**src/rtl/cndm_micro_tx_sched.sv**
```systemverilog
// Round-robin transmit scheduler for a Corundum-micro port.
// It keeps a host producer pointer and an internal scheduled pointer for each
// transmit queue. It offers one descriptor-fetch request at a time to the port
// TX engine. A global in-flight limit is returned to the pool by TX completions.
module cndm_micro_tx_sched #(
   parameter int QUEUES       = 4,
   parameter int PTR_W        = 16,
   parameter int MAX_INFLIGHT = 4
) (
   input  logic                      clk,
   input  logic                      rst,
   input  logic [QUEUES-1:0]         q_enable,
   input  logic                      db_valid,
   input  logic [$clog2(QUEUES)-1:0] db_queue,
   input  logic [PTR_W-1:0]          db_prod,
   output logic                      req_valid,
   input  logic                      req_ready,
   output logic [$clog2(QUEUES)-1:0] req_queue,
   output logic [PTR_W-1:0]          req_index,
   input  logic                      cpl_valid,
   output logic [7:0]                inflight,
   output logic                      busy,
   output logic                      cpl_err
);

   localparam int         CL_Q    = $clog2(QUEUES);
   localparam logic [7:0] MAX_INF = 8'(MAX_INFLIGHT);

   typedef enum logic {
      IDLE,
      REQ
   } state_t;

   state_t            state_q, state_d;
   logic [PTR_W-1:0]  prod_q  [QUEUES];
   logic [PTR_W-1:0]  prod_d  [QUEUES];
   logic [PTR_W-1:0]  sched_q [QUEUES];
   logic [PTR_W-1:0]  sched_d [QUEUES];
   logic [CL_Q-1:0]   last_grant_q, last_grant_d;
   logic              req_valid_q, req_valid_d;
   logic [CL_Q-1:0]   req_queue_q, req_queue_d;
   logic [PTR_W-1:0]  req_index_q, req_index_d;
   logic [7:0]        inflight_q, inflight_d;
   logic              cpl_err_q, cpl_err_d;

   logic [QUEUES-1:0] elig;
   logic              win_found;
   logic [CL_Q-1:0]   win_queue;
   logic              handshake;
   logic              cpl_ok;

   assign handshake = req_valid_q && req_ready;
   assign cpl_ok    = cpl_valid && (inflight_q != 8'd0);

   // A queue has work when it is enabled and its producer pointer differs
   // from its scheduled pointer. Pointer wrap needs no special handling.
   always_comb begin
      elig = '0;
      for (int q = 0; q < QUEUES; q++) begin
         elig[q] = q_enable[q] && (prod_q[q] != sched_q[q]);
      end
   end

   // Round-robin search. It starts one past the last granted queue and wraps
   // naturally in the CL_Q-bit index.
   always_comb begin
      logic [CL_Q-1:0] cand;
      // NOTE: every variable written here gets a default first, so no latch is
      // inferred on paths where the search finds nothing.
      cand      = '0;
      win_found = 1'b0;
      win_queue = '0;
      for (int i = 1; i <= QUEUES; i++) begin
         cand = last_grant_q + CL_Q'(i);
         if (!win_found && elig[cand]) begin
            win_found = 1'b1;
            win_queue = cand;
         end
      end
   end

   // Next-state, request and pointer/credit bookkeeping.
   always_comb begin
      // NOTE: blocking assignments are right in combinational logic, because later
      // statements override the defaults. Only the clocked block uses <=.
      state_d      = state_q;
      prod_d       = prod_q;
      sched_d      = sched_q;
      last_grant_d = last_grant_q;
      req_valid_d  = req_valid_q;
      req_queue_d  = req_queue_q;
      req_index_d  = req_index_q;
      inflight_d   = inflight_q;
      cpl_err_d    = cpl_err_q;

      // A doorbell always lands, even on a disabled queue or a queue being
      // handshaken. A doorbell back to sched simply cancels the queue's work.
      if (db_valid) begin
         prod_d[db_queue] = db_prod;
      end

      case (state_q)
         IDLE: begin
            if (win_found && (inflight_q < MAX_INF)) begin
               state_d     = REQ;
               req_valid_d = 1'b1;
               req_queue_d = win_queue;
               req_index_d = sched_q[win_queue];
            end
         end
         REQ: begin
            // The offer stays put until accepted, whatever happens to
            // q_enable or the producer pointers in the meantime.
            if (handshake) begin
               state_d              = IDLE;
               req_valid_d          = 1'b0;
               sched_d[req_queue_q] = sched_q[req_queue_q] + PTR_W'(1);
               last_grant_d         = req_queue_q;
            end
         end
         default: state_d = IDLE;
      endcase

      // A completion with nothing outstanding is flagged and does not touch the count.
      if (cpl_valid && (inflight_q == 8'd0)) begin
         cpl_err_d = 1'b1;
      end
      case ({handshake, cpl_ok})
         2'b10:   inflight_d = inflight_q + 8'd1;
         2'b01:   inflight_d = inflight_q - 8'd1;
         default: inflight_d = inflight_q;
      endcase
   end

   // State and datapath registers with synchronous reset.
   always_ff @(posedge clk) begin
      if (rst) begin
         state_q      <= IDLE;
         last_grant_q <= CL_Q'(QUEUES - 1);
         req_valid_q  <= 1'b0;
         req_queue_q  <= '0;
         req_index_q  <= '0;
         inflight_q   <= 8'd0;
         cpl_err_q    <= 1'b0;
         // NOTE: the pointer arrays are plain flops, not RAM. They must be
         // cleared because prod == sched is what defines an empty queue.
         for (int q = 0; q < QUEUES; q++) begin
            prod_q[q]  <= '0;
            sched_q[q] <= '0;
         end
      end else begin
         state_q      <= state_d;
         last_grant_q <= last_grant_d;
         req_valid_q  <= req_valid_d;
         req_queue_q  <= req_queue_d;
         req_index_q  <= req_index_d;
         inflight_q   <= inflight_d;
         cpl_err_q    <= cpl_err_d;
         prod_q       <= prod_d;
         sched_q      <= sched_d;
      end
   end

   assign req_valid = req_valid_q;
   assign req_queue = req_queue_q;
   assign req_index = req_index_q;
   assign inflight  = inflight_q;
   assign cpl_err   = cpl_err_q;
   assign busy      = (inflight_q != 8'd0) || req_valid_q;

endmodule

```
**config.mk**
```make
export PLATFORM = sky130hd
export DESIGN_NAME = cndm_micro_tx_sched
export DESIGN_NICKNAME = d
export VERILOG_FILES = /design/src/rtl/cndm_micro_tx_sched.sv
export SDC_FILE = /design/constraint.sdc
export NUM_CORES = 1
export LEC_CHECK = 0
export ABC_AREA = 1
export CORE_UTILIZATION = 33
export DETAILED_ROUTE_END_ITERATION = 8
export DONT_BUFFER_PORTS = 1
export GPL_ROUTABILITY_DRIVEN = 0
export PLACE_DENSITY = 0.43
export SETUP_SLACK_MARGIN = 0.05
export SYNTH_ARGS = -nofsm -noshare
export SYNTH_HDL_FRONTEND = slang
export SYNTH_SLANG_ARGS = --single-unit
```
**constraint.sdc**
```tcl
create_clock -name clk -period 3.8 [get_ports clk]
set_input_delay 0.38 -clock clk [delete_from_list [all_inputs] [get_ports clk]]
set_output_delay 0.38 -clock clk [all_outputs]
set_load 0.02 [all_outputs]
```
-- Word level (Yosys, flattened, before mapping)
Cells that the tools add are included.
- bits in latches: 0
- memory bits (read-only): 0
- memories kept: 0
- bits in writable memories: 0
- logic and storage cells: 101
- register bits: 159
- output and inout port bits: 29
- input port bits: 27
- reductions and logical operators: 23
- multipliers: 0
- add/subtract/negate cells: 6
- magnitude comparators: 10
- bitwise operators: 4
- muxes and demuxes: 35
- shift operators: 0
- eq/ne operators: 8
- div/mod/pow operators: 0
- operators with widths (operator ; count):
    $bwmux W64 ; 2
    $mux W16 ; 6
    $bmux W16 S2 ; 2
    $demux W16 S2 ; 2
    $ne A16 B16 Y1 ; 4
    $add A16 B1 Y16 const B ; 1
    $pmux W8 S2 ; 1
    $logic_and A1 B1 Y1 ; 13
    $lt A2 B3 Y1 const B ; 4
    $mux W1 ; 12
    $ge A3 B3 Y1 const B ; 3
    $not A2 Y3 ; 3
    $add A8 B1 Y8 const B ; 1
    $bmux W1 S2 ; 4
    $logic_not A8 Y1 ; 1
    $lt A8 B3 Y1 const B ; 1
    $mux W2 ; 4
    $reduce_bool A8 Y1 ; 1
    $sub A8 B1 Y8 const B ; 1
    $lt A3 B1 Y1 const B ; 2
    $reduce_and A2 Y1 ; 3
    $add A2 B2 Y2 const B ; 2
    $pmux W1 S2 ; 2
    $logic_not A1 Y1 ; 3
    other kinds (8) ; 8

-- Longest topological paths before layout
Gate-level depths: netlist of run 1.
- depth in word-level cells: 18
- gate-level depth with buffers: 21
- depth with buffers taken out: 20

-- Worst setup path before layout of run 1
OpenSTA, ideal clock, no wires.
- path type: reg-to-reg
- start: register inflight_q[4], in the netlist inflight[4]
- end: register inflight_q[7], in the netlist inflight[7]
- period minus slack after synthesis: 2.822 ns
- cell stages (with the launch flop): 18
- required time: 3.681 ns
- arrival: 2.702 ns
- slack: 0.978 ns
- cell sequence: dfxtp_1 > nor2_1 > nand4_1 > nor3_1 > nor2_1 > ha_1 > ha_1 > a21oi_1 > nand2_1 > a21oi_1 > inv_1 > a21oi_1 > o21ai_0 > a21oi_1 > o21ai_0 > a21o_1 > o21ai_0 > a21oi_1
- word-level cells in the longest chain between the ends: 4
- ends and longest elaborated chain (item ; RTL line ; RTL):
    from (decl) ; 43 ; logic [7:0] inflight_q, inflight_d;
    from (signal assigned) ; 157 ; inflight_q <= inflight_d;
    branches (longest 4 deep; another with $sub A8 B1 Y8) ; -- ;
Parallel ways; which one is timed is not known.
A chain may end at the register's enable or synchronous reset.

-- Worst setup path in the final report of run 1
- start: register inflight_q[6], in the netlist inflight[6]
- end: register inflight_q[7], in the netlist inflight[7]
The elaborated chain is that of the path after synthesis.

==> results.toml, run 1 <==
[critical_path]
cp_max_fo = 7
cp.required_ps = 4130
crit_type = "flop to flop"
worstPathArrival_ps = 3540
timing.rr.start = "inflight[6]"
reg2regPathDepth = 17
r2r_end = "inflight[7]"
worstSetupEndpointType = "flop"
start_kind = "flop"
reg2reg_slack_ps = 590

[place]
post-dp-hpwl_um = 21100
port_buffers = 0

[timing]
drv_slew = 0
final-hold-violation-count = 0
setup_tns_ps = 0
period_minus_slack_ps = 3210
final.setup_skew_ps = 10.4
slew_headroom_pct = 41.6
rsz0062_at_grt = "false"
setup_viol = 0
period_share_pct = 84.5
max_freq_mhz = 312
worst_pin_slew_ps = 875

[synth]
synth-seq-cells = 159
synth.most_common_cell = "nand2_1"
yosysTopAreaCell = "dfxtp_1"
ys_async_sr_fraction_pct = 0
ys_types = 44
postSynthAreaPerCell_um2 = 6.54
synth_area_leaders = "dfxtp_1, nand2_1, inv_1"
ys_seq_area_share_pct = 36.8
ys_top_cells_by_count = "nand2_1, inv_1, dfxtp_1"
yosysWarnings = 0
synth_nets = 1360
synth_enable_flop_cells = 0
synth_top_area_share_pct = 36.8
syn-cell-area_mm2 = 0.00866
yosys_most_used_dff = "dfxtp_1"
synth_cells = 1324

[floorplanning]
die_y_um = 164
io_pins = 56
core_mm2 = 0.0255
rows = 58
die_area_mm2 = 0.0269
initial_core_util_pct = 34.0
die-width_um = 164

[cells_and_area]
synthToLayoutAreaGrowth_pct = 11.2
drive_above_1_share_pct = 8.70
fillers = 2767
nNetsFinal = 1345
utilization_pct = 37.8
antennaDiodeCount = 0

[run_status]
outcome = "completed"

[cts]
clk_pin_slew_ps = 70
cts_setup_buffers = 0
cts.sinks = 159
cts-root-buf = "clkbuf_16"
cts_buffer_depth = 2
cts_buffers = 17
h-tree-depth = 4
cts_tree = "yes"
clock_latency_ps = 440
cts_hold_buffers = 0
cts-resized-gates = 0

[min_path]
hold_start = "rst"
holdPathEnd = "cpl_err"
holdPathStages = 1
hold_path_class = "input port to flop"

[power_and_ir_drop]
switching_power_mw = 2.23
p_per_area_mw_per_mm2 = 590
p_int_mw = 3.45
ir_drop_v = 0.000340
pwr-share-comb_pct = 30.1
clkPwrFrac_pct = 33.8
switching_share_pct = 39.3
power_frac_seq_pct = 36.1
p_leak_nw = 4.40

[route]
ant_nets = 0
first_iter_violations = 507
drcViolationCount = 0
routed-via-count = 8098
via_per_inst = 4.90
wl_per_cell_um = 18.3
first_pass_iters = 5
wirelength_um = 30200

[grt]
antenna_found_initial = 0
grt_max_degree = 62
grt_pass1_vias = 7581
gr-total-overflow = 0
grt_pass1_wl_um = 45700
track_usage_pct = 23.2

[job]
drv_cap = 0
## how the worst max path moves through the flow
stage	endpoint	depth (start not counted)	startpoint
6_report	inflight[7]	17	inflight[6]
5_1_grt	inflight[7]	17	inflight[7]
4_1_cts	inflight[7]	17	inflight[7]
3_5_place_dp	inflight[7]	17	inflight[7]
3_3_place_gp	inflight[7]	17	inflight[7]
2_1_floorplan	inflight[7]	17	inflight[4]
## per-layer routing
| metal | global-route usage [%] | vias to the layer above | wire (um) |
|---|---|---|---|
| li1 | - | 4225 | - |
| met1 | 30.3 | 3668 | 14300 |
| met3 | 3.96 | 37 | 1160 |
| met4 | 8.33 | 0 | 794 |
| met2 | 38.4 | 168 | 13900 |
| met5 | 0 | - | 0 |
## through the flow
stage                     instance area [um^2]  std cells  hold slack [ps]  setup WS (ps)  power (mW)
final                                     9630       1652             25.6            590        5.68
after global routing                      9630       1652             11.3            192        6.01
after CTS                                 9630       1652             1.04            556        5.74
after detailed placement                  8990       1620              450            577        3.80
after global placement                    8990       1620              445            588        3.81
after floorplan                           8660       1324              435            978        3.24
## final cells by class
class | count | area, um^2 | share of cell area [%]
well taps | 330 | 413 | 4.29
clock buffers | 18 | 439 | 4.56
inverters | 240 | 901 | 9.35
flip-flops and latches | 159 | 3180 | 33.0
repair buffers | 19 | 155 | 1.61
multi-input cells | 872 | 4340 | 45.0
clock inverters | 14 | 205 | 2.13
## power by group through the flow
stage / Combinational (mW) / Sequential [mW] / Clock (mW)
after floorplan: 1.19 / 2.05 / 0
after global placement: 1.72 / 2.09 / 0
after detailed placement: 1.70 / 2.09 / 0
after CTS: 1.71 / 2.06 / 1.97
after global routing: 1.90 / 2.08 / 2.03
final: 1.71 / 2.05 / 1.92
## flip-flops by register name, summed over array words and instances, names as in the netlist
signal        flops
sched_q          64
inflight          8
req_index        16
cpl_err           1
prod_q           64
req_valid         1
last_grant_q      2
req_queue         2
state_q           1
## cell families after synthesis
family	share of synthesized area, %
buffers and inverters	13.2
and+or+nand+nor	25.1
DFF	36.8
AOI/OAI and AO/OA	21.7
xor gates and xnor gates	1.92
adders and majority gates	1.39
## layout by cell type (no fill, tap or decap), types with 2 or more instances in the layout
cell type and instances:
a21oi_1 138, a31oi_1 2, buf_4 18, bufinv_16 4, clkbuf_16 17, clkinv_1 5
clkinv_2 2, clkinv_4 3, dfxtp_1 159, ha_1 8, inv_1 201, inv_2 34
inv_6 3, inv_8 2, nand2_1 286, nand2_2 6, nand3_1 102, nand3_2 4
nand4_1 4, nor2_1 81, nor2_2 5, nor3_1 3, nor3_2 2, o211ai_1 20
o21a_1 21, o21ai_0 126, o21ai_1 10, o21ai_2 4, o221ai_2 2, o22ai_1 14
or2_1 2, xnor2_1 3, xor2_1 16
## critical path: stages, from the launching register on
cell and delay [ps]:
dfxtp_1 400, nor2_1 140, nand4_1 130, nor3_1 300
nor2_1 80, ha_1 320, ha_1 370, a21oi_1 160
nand2_1 90, a21oi_1 130, inv_1 50, a21oi_1 170
o21ai_0 120, a21oi_1 160, o21ai_0 90, a21o_1 180
o21ai_0 150, a21oi_1 50
No activity file was read; power rests on OpenSTA's default activity.
==> run 2, diff against run 1 <==
--- a/config.mk
+++ b/config.mk
@@ -10,7 +10,7 @@
 export DETAILED_ROUTE_END_ITERATION = 8
 export DONT_BUFFER_PORTS = 1
 export GPL_ROUTABILITY_DRIVEN = 0
-export PLACE_DENSITY = 0.43
+export PLACE_DENSITY = 0.44
 export SETUP_SLACK_MARGIN = 0.05
 export SYNTH_ARGS = -nofsm -noshare
 export SYNTH_HDL_FRONTEND = slang
==> constraint.sdc (replaced) <==
create_clock -name clk -period 2.6 [get_ports clk]
set_input_delay 0.26 -clock clk [delete_from_list [all_inputs] [get_ports clk]]
set_output_delay 0.26 -clock clk [all_outputs]
set_load 0.02 [all_outputs]
==> results.toml, run 2 (synthesis results as in run 1) <==
[run_status]
outcome = "completed"

[floorplanning]
rows = 58
die_y_um = 164
io_pins = 56
initial_core_util_pct = 34.0
die-width_um = 164
core_mm2 = 0.0255
die_area_mm2 = 0.0269

[min_path]
hold_start = "db_prod[2]"
holdPathEnd = "prod_q[34]"
hold_path_class = "input port to flop"
holdPathStages = 2

[critical_path]
reg2regPathDepth = 17
cpPeakStageDelay_ps = 340
cp.required_ps = 2930
start_kind = "flop"
timing.rr.start = "inflight[4]"
worstSetupEndpointType = "flop"
critPathSlowestCell = "dfxtp_2"
cp_max_fo = 4
path_cells = "nor2_4, nand4_1, nor3_2, nor2_1, ha_2, ha_4, a21oi_2, nand2_1, a21oi_1, inv_1, a21oi_2, o21ai_2, a21oi_2, o21ai_1, a21o_1, o21ai_1, a21oi_1"
worstPathArrival_ps = 2910
r2r_end = "inflight[7]"
crit_top_cell = "a21oi_2"
crit_type = "flop to flop"
reg2reg_slack_ps = 20

[cells_and_area]
multi_input_area_mm2 = 0.00484
drive_above_1_share_pct = 29.1
seq_area_mm2 = 0.00325
synthToLayoutAreaGrowth_pct = 33.7
final_common_cell = "nand2_1"
layout_common_cells = "nand2_1, inv_1, buf_4, a21oi_1, o21ai_0"
nNetsFinal = 1514
antennaDiodeCount = 0
fillers = 2712

[timing]
max_freq_mhz = 388
setup_tns_ps = 0
setup_ws_ps = 22.1
whs_ps = 14.3
rsz0062_at_grt = "true"
drv_slew = 0
setup_viol = 0
period_share_pct = 99.2
final-hold-violation-count = 0
slew_headroom_pct = 48.9
period_minus_slack_ps = 2580
worst_pin_slew_ps = 765
final.setup_skew_ps = 10.8

[grt]
globalRouteMet1Util_pct = 30.6
busiest_layer = "met2"
grt_max_degree = 64
gr-total-overflow = 0
met2_usage_pct = 41.4
grt_pass1_vias = 8196
track_usage_pct = 24.4
met3_usage_pct = 4.80
antenna_found_initial = 1
grt_pass1_wl_um = 48100

[place]
dpl_worst_slack_ps = -99.4
post-dp-hpwl_um = 23400
port_buffers = 0

[route]
drcViolationCount = 0
wirelength_um = 32700
wl_per_cell_um = 18.0
ant_nets = 0
via_per_inst = 4.89
routed-via-count = 8911
first_iter_violations = 551
first_pass_iters = 5

[power_and_ir_drop]
ir_drop_v = 0.000630
p_per_area_mw_per_mm2 = 823
p_leak_nw = 5.41

[cts]
clk_pin_slew_ps = 70
cts_tree = "yes"
h-tree-depth = 4
clock_latency_ps = 440
cts-root-buf = "clkbuf_16"
cts.sinks = 159
cts_buffers = 17
cts_buffer_depth = 2

[job]
drv_cap = 0
[run 2: worst max path at each step]
| stage | from | endpoint | slack [ps] |
|---|---|---|---|
| 6_report | inflight[4] | inflight[7] | 20 |
| 5_1_grt | inflight[4] | inflight[7] | -180 |
| 4_1_cts | inflight[4] | inflight[7] | -20 |
| 3_5_place_dp | inflight[4] | inflight[7] | -100 |
| 3_3_place_gp | inflight[4] | inflight[7] | -60 |
| 2_1_floorplan | inflight[7] | inflight[7] | 40 |
[run 2: power by group]
part	internal (mW)	total, mW	switching [mW]
combinational	1.66	3.87	2.21
sequential	2.67	2.91	0.239
clock	1.55	2.75	1.21
total	5.88	9.53	3.66
[run 2: stage by stage]
| stage | std cells | total power, mW | utilization (%) | area (um^2) |
|---|---|---|---|---|
| 2_1_floorplan | 1324 | 4.78 | - | 8690 |
| 3_3_place_gp | 1768 | 6.09 | 39.9 | 10200 |
| 3_5_place_dp | 1768 | 6.09 | 39.9 | 10200 |
| 4_1_cts | 1805 | 8.92 | 42.6 | 10800 |
| 5_1_grt | 1821 | 10.0 | 45.5 | 11600 |
| 6_report | 1821 | 9.53 | 45.5 | 11600 |
[run 2: timing repair]
item | in CTS | in global routing
pin swaps | 2 | 40
buffers inserted | 2 | 12
setup endpoints to repair | 18 | 57
resized for setup | 8 | 180
cloned | 0 | 4
endpoints found under the hold margin | 38 | 0
hold buffers | 3 | 0
[run 2: worst max-delay path, delay by kind of cell (launching register included)]
family | cells | cell delay (ps)
AND/OR/NAND/NOR | 5 | 580
flip-flops | 1 | 340
AO/OA/AOI/OAI | 9 | 1020
buffers and inverters | 1 | 60
adder cells (fa/ha/maj) | 2 | 460
[run 2: per-layer routing]
| metal | part of all wire [%] | wire [um] | vias to the layer above |
|---|---|---|---|
| met5 | 0.028 | 9 | - |
| met4 | 2.4 | 801 | 2 |
| met3 | 4.5 | 1470 | 47 |
| met2 | 48 | 15800 | 187 |
| met1 | 45 | 14600 | 4105 |
| li1 | - | - | 4570 |
[run 2: cell type report]
type,instances,area share (%)
clock buffer,17,3.67
multi-input combinational,872,41.8
timing repair buffer,188,13.5
inverter,240,7.82
sequential,159,28.0
clock inverter,15,1.67
tap,330,3.56
==> run 3, diff against run 2 <==
--- a/config.mk
+++ b/config.mk
@@ -6,12 +6,13 @@
 export NUM_CORES = 1
 export LEC_CHECK = 0
 export ABC_AREA = 1
+export CORE_MARGIN = 1
 export CORE_UTILIZATION = 33
 export DETAILED_ROUTE_END_ITERATION = 8
 export DONT_BUFFER_PORTS = 1
-export GPL_ROUTABILITY_DRIVEN = 0
 export PLACE_DENSITY = 0.44
 export SETUP_SLACK_MARGIN = 0.05
+export SKIP_LAST_GASP = 1
 export SYNTH_ARGS = -nofsm -noshare
 export SYNTH_HDL_FRONTEND = slang
 export SYNTH_SLANG_ARGS = --single-unit
==> results.toml, run 3 (synthesis results as in run 1) <==
[floorplanning]
rows = 58
die_y_um = 164
io_pins = 56
die-width_um = 164
die_area_mm2 = 0.0269
core_mm2 = 0.0255
initial_core_util_pct = 34.0

[route]
wirelength_um = 32700
drcViolationCount = 0
ant_nets = 0
first_pass_iters = 5
first_iter_violations = 556
wl_per_cell_um = 17.9
routed-via-count = 8870
via_per_inst = 4.87

[critical_path]
cpPeakStageDelay_ps = 340
critPathSlowestCell = "dfxtp_2"
cp_max_fo = 4
worstSetupEndpointType = "flop"
crit_type = "flop to flop"
cp.required_ps = 2930
start_kind = "flop"
path_buf_inv = 1
crit_family = "compound AO/OA/AOI/OAI gates"
worstPathArrival_ps = 2910
path_cells = "nor2_4, nand4_1, nor3_2, nor2_1, ha_2, ha_4, a21oi_2, nand2_1, a21oi_1, inv_1, a21oi_2, o21ai_1, a21oi_2, o21ai_1, a21o_1, o21ai_1, a21oi_1"

[cts]
cts.sinks = 159
clk_pin_slew_ps = 70
cts_buffer_depth = 2
cts_tree = "yes"
h-tree-depth = 4
clock_latency_ps = 430
cts-root-buf = "clkbuf_16"
cts_buffers = 17

[timing]
slew_headroom_pct = 50.1
final-hold-violation-count = 0
max_freq_mhz = 387
final.setup_skew_ps = 10.1
setup_viol = 0
worst_pin_slew_ps = 748
setup_ws_ps = 16.5
period_share_pct = 99.4
whs_ps = 18.5
drv_slew = 0
rsz0062_at_grt = "true"
period_minus_slack_ps = 2580

[grt]
grt_max_degree = 64
track_usage_pct = 24.4
gr-total-overflow = 0
grt_pass1_wl_um = 48100
antenna_found_initial = 1
grt_pass1_vias = 8196

[cells_and_area]
final_common_cell = "nand2_1"
antennaDiodeCount = 0
synthToLayoutAreaGrowth_pct = 32.8
layout_common_cells = "nand2_1, inv_1, buf_4, a21oi_1, o21ai_0"
nNetsFinal = 1514
drive_above_1_share_pct = 28.1
fillers = 2718
utilization_pct = 45.2

[place]
post-dp-hpwl_um = 23400
dpl_worst_slack_ps = -99.4
port_buffers = 0
place_congestion = 0.915

[min_path]
hold_path_class = "input port to flop"

[run_status]
outcome = "completed"

[job]
drv_cap = 0

[power_and_ir_drop]
p_leak_nw = 5.39
p_per_area_mw_per_mm2 = 822
ir_drop_v = 0.000604
==> run 3: cell types whose count changed in the layout (fill, tap and decap cells not counted), moves of 2 or more <==
cell     delta
o21ai_0     +2
nand2_4     -2
dfxtp_1     +3
buf_6       -2
dfxtp_2     -3
nand2_1     +6
buf_4       +2
nor2_1      +2
nand2_2     -4
==> run 3: path summary, 6_finish.rpt <==
path | cells after the start | end | slack [ps] | startpoint
setup / recovery | 17 | inflight[7] | 20 | inflight[4]
hold / removal | 2 | prod_q[41] | 20 | db_prod[9]
setup reg to reg | 17 | inflight[7] | 20 | inflight[4]
hold reg to reg | 2 | prod_q[3] | 460 | prod_q[3]
==> run 3: area by class of cell <==
type | instances | area (um^2) | area share, %
Sequential cell | 159 | 3240 | 28.2
Inverter | 240 | 906 | 7.87
Timing Repair Buffer | 188 | 1550 | 13.5
Tap cell | 330 | 413 | 3.59
Clock inverter | 15 | 194 | 1.69
Clock buffer | 17 | 425 | 3.70
Multi-Input combinational cell | 872 | 4770 | 41.5
==> run 3: metal layers <==
metal	GRT usage (%)	vias up	routed length (um)
li1	-	4570	-
met1	30.6	4053	14500
met2	41.4	200	15700
met3	4.80	45	1690
met4	8.42	2	773
met5	0	-	9
==> run 3: per-stage QoR <==
stage          cell area [um^2]  power (mW)  cells  TNS [ps]
6_report                  11500        9.46   1821         0
4_1_cts                   10800        8.92   1805     -17.1
2_1_floorplan              8690        4.78   1324         0
3_3_place_gp              10200        6.09   1768     -66.2
3_5_place_dp              10200        6.09   1768      -305
5_1_grt                   11500        9.95   1821      -512
==> run 3: power breakdown <==
part           switching, mW  internal [mW]
combinational           2.17           1.64
clock                   1.20           1.55
sequential             0.238           2.67
==> run 3: repair_timing <==
| action | 4_1_cts | 5_1_grt |
|---|---|---|
| endpoints found under the setup margin | 18 | 57 |
| cloned | 0 | 4 |
| pin swaps | 2 | 35 |
| hold endpoints to repair | 38 | 0 |
| resized for setup | 8 | 156 |
| buffers inserted | 2 | 12 |
| hold buffers | 3 | 0 |
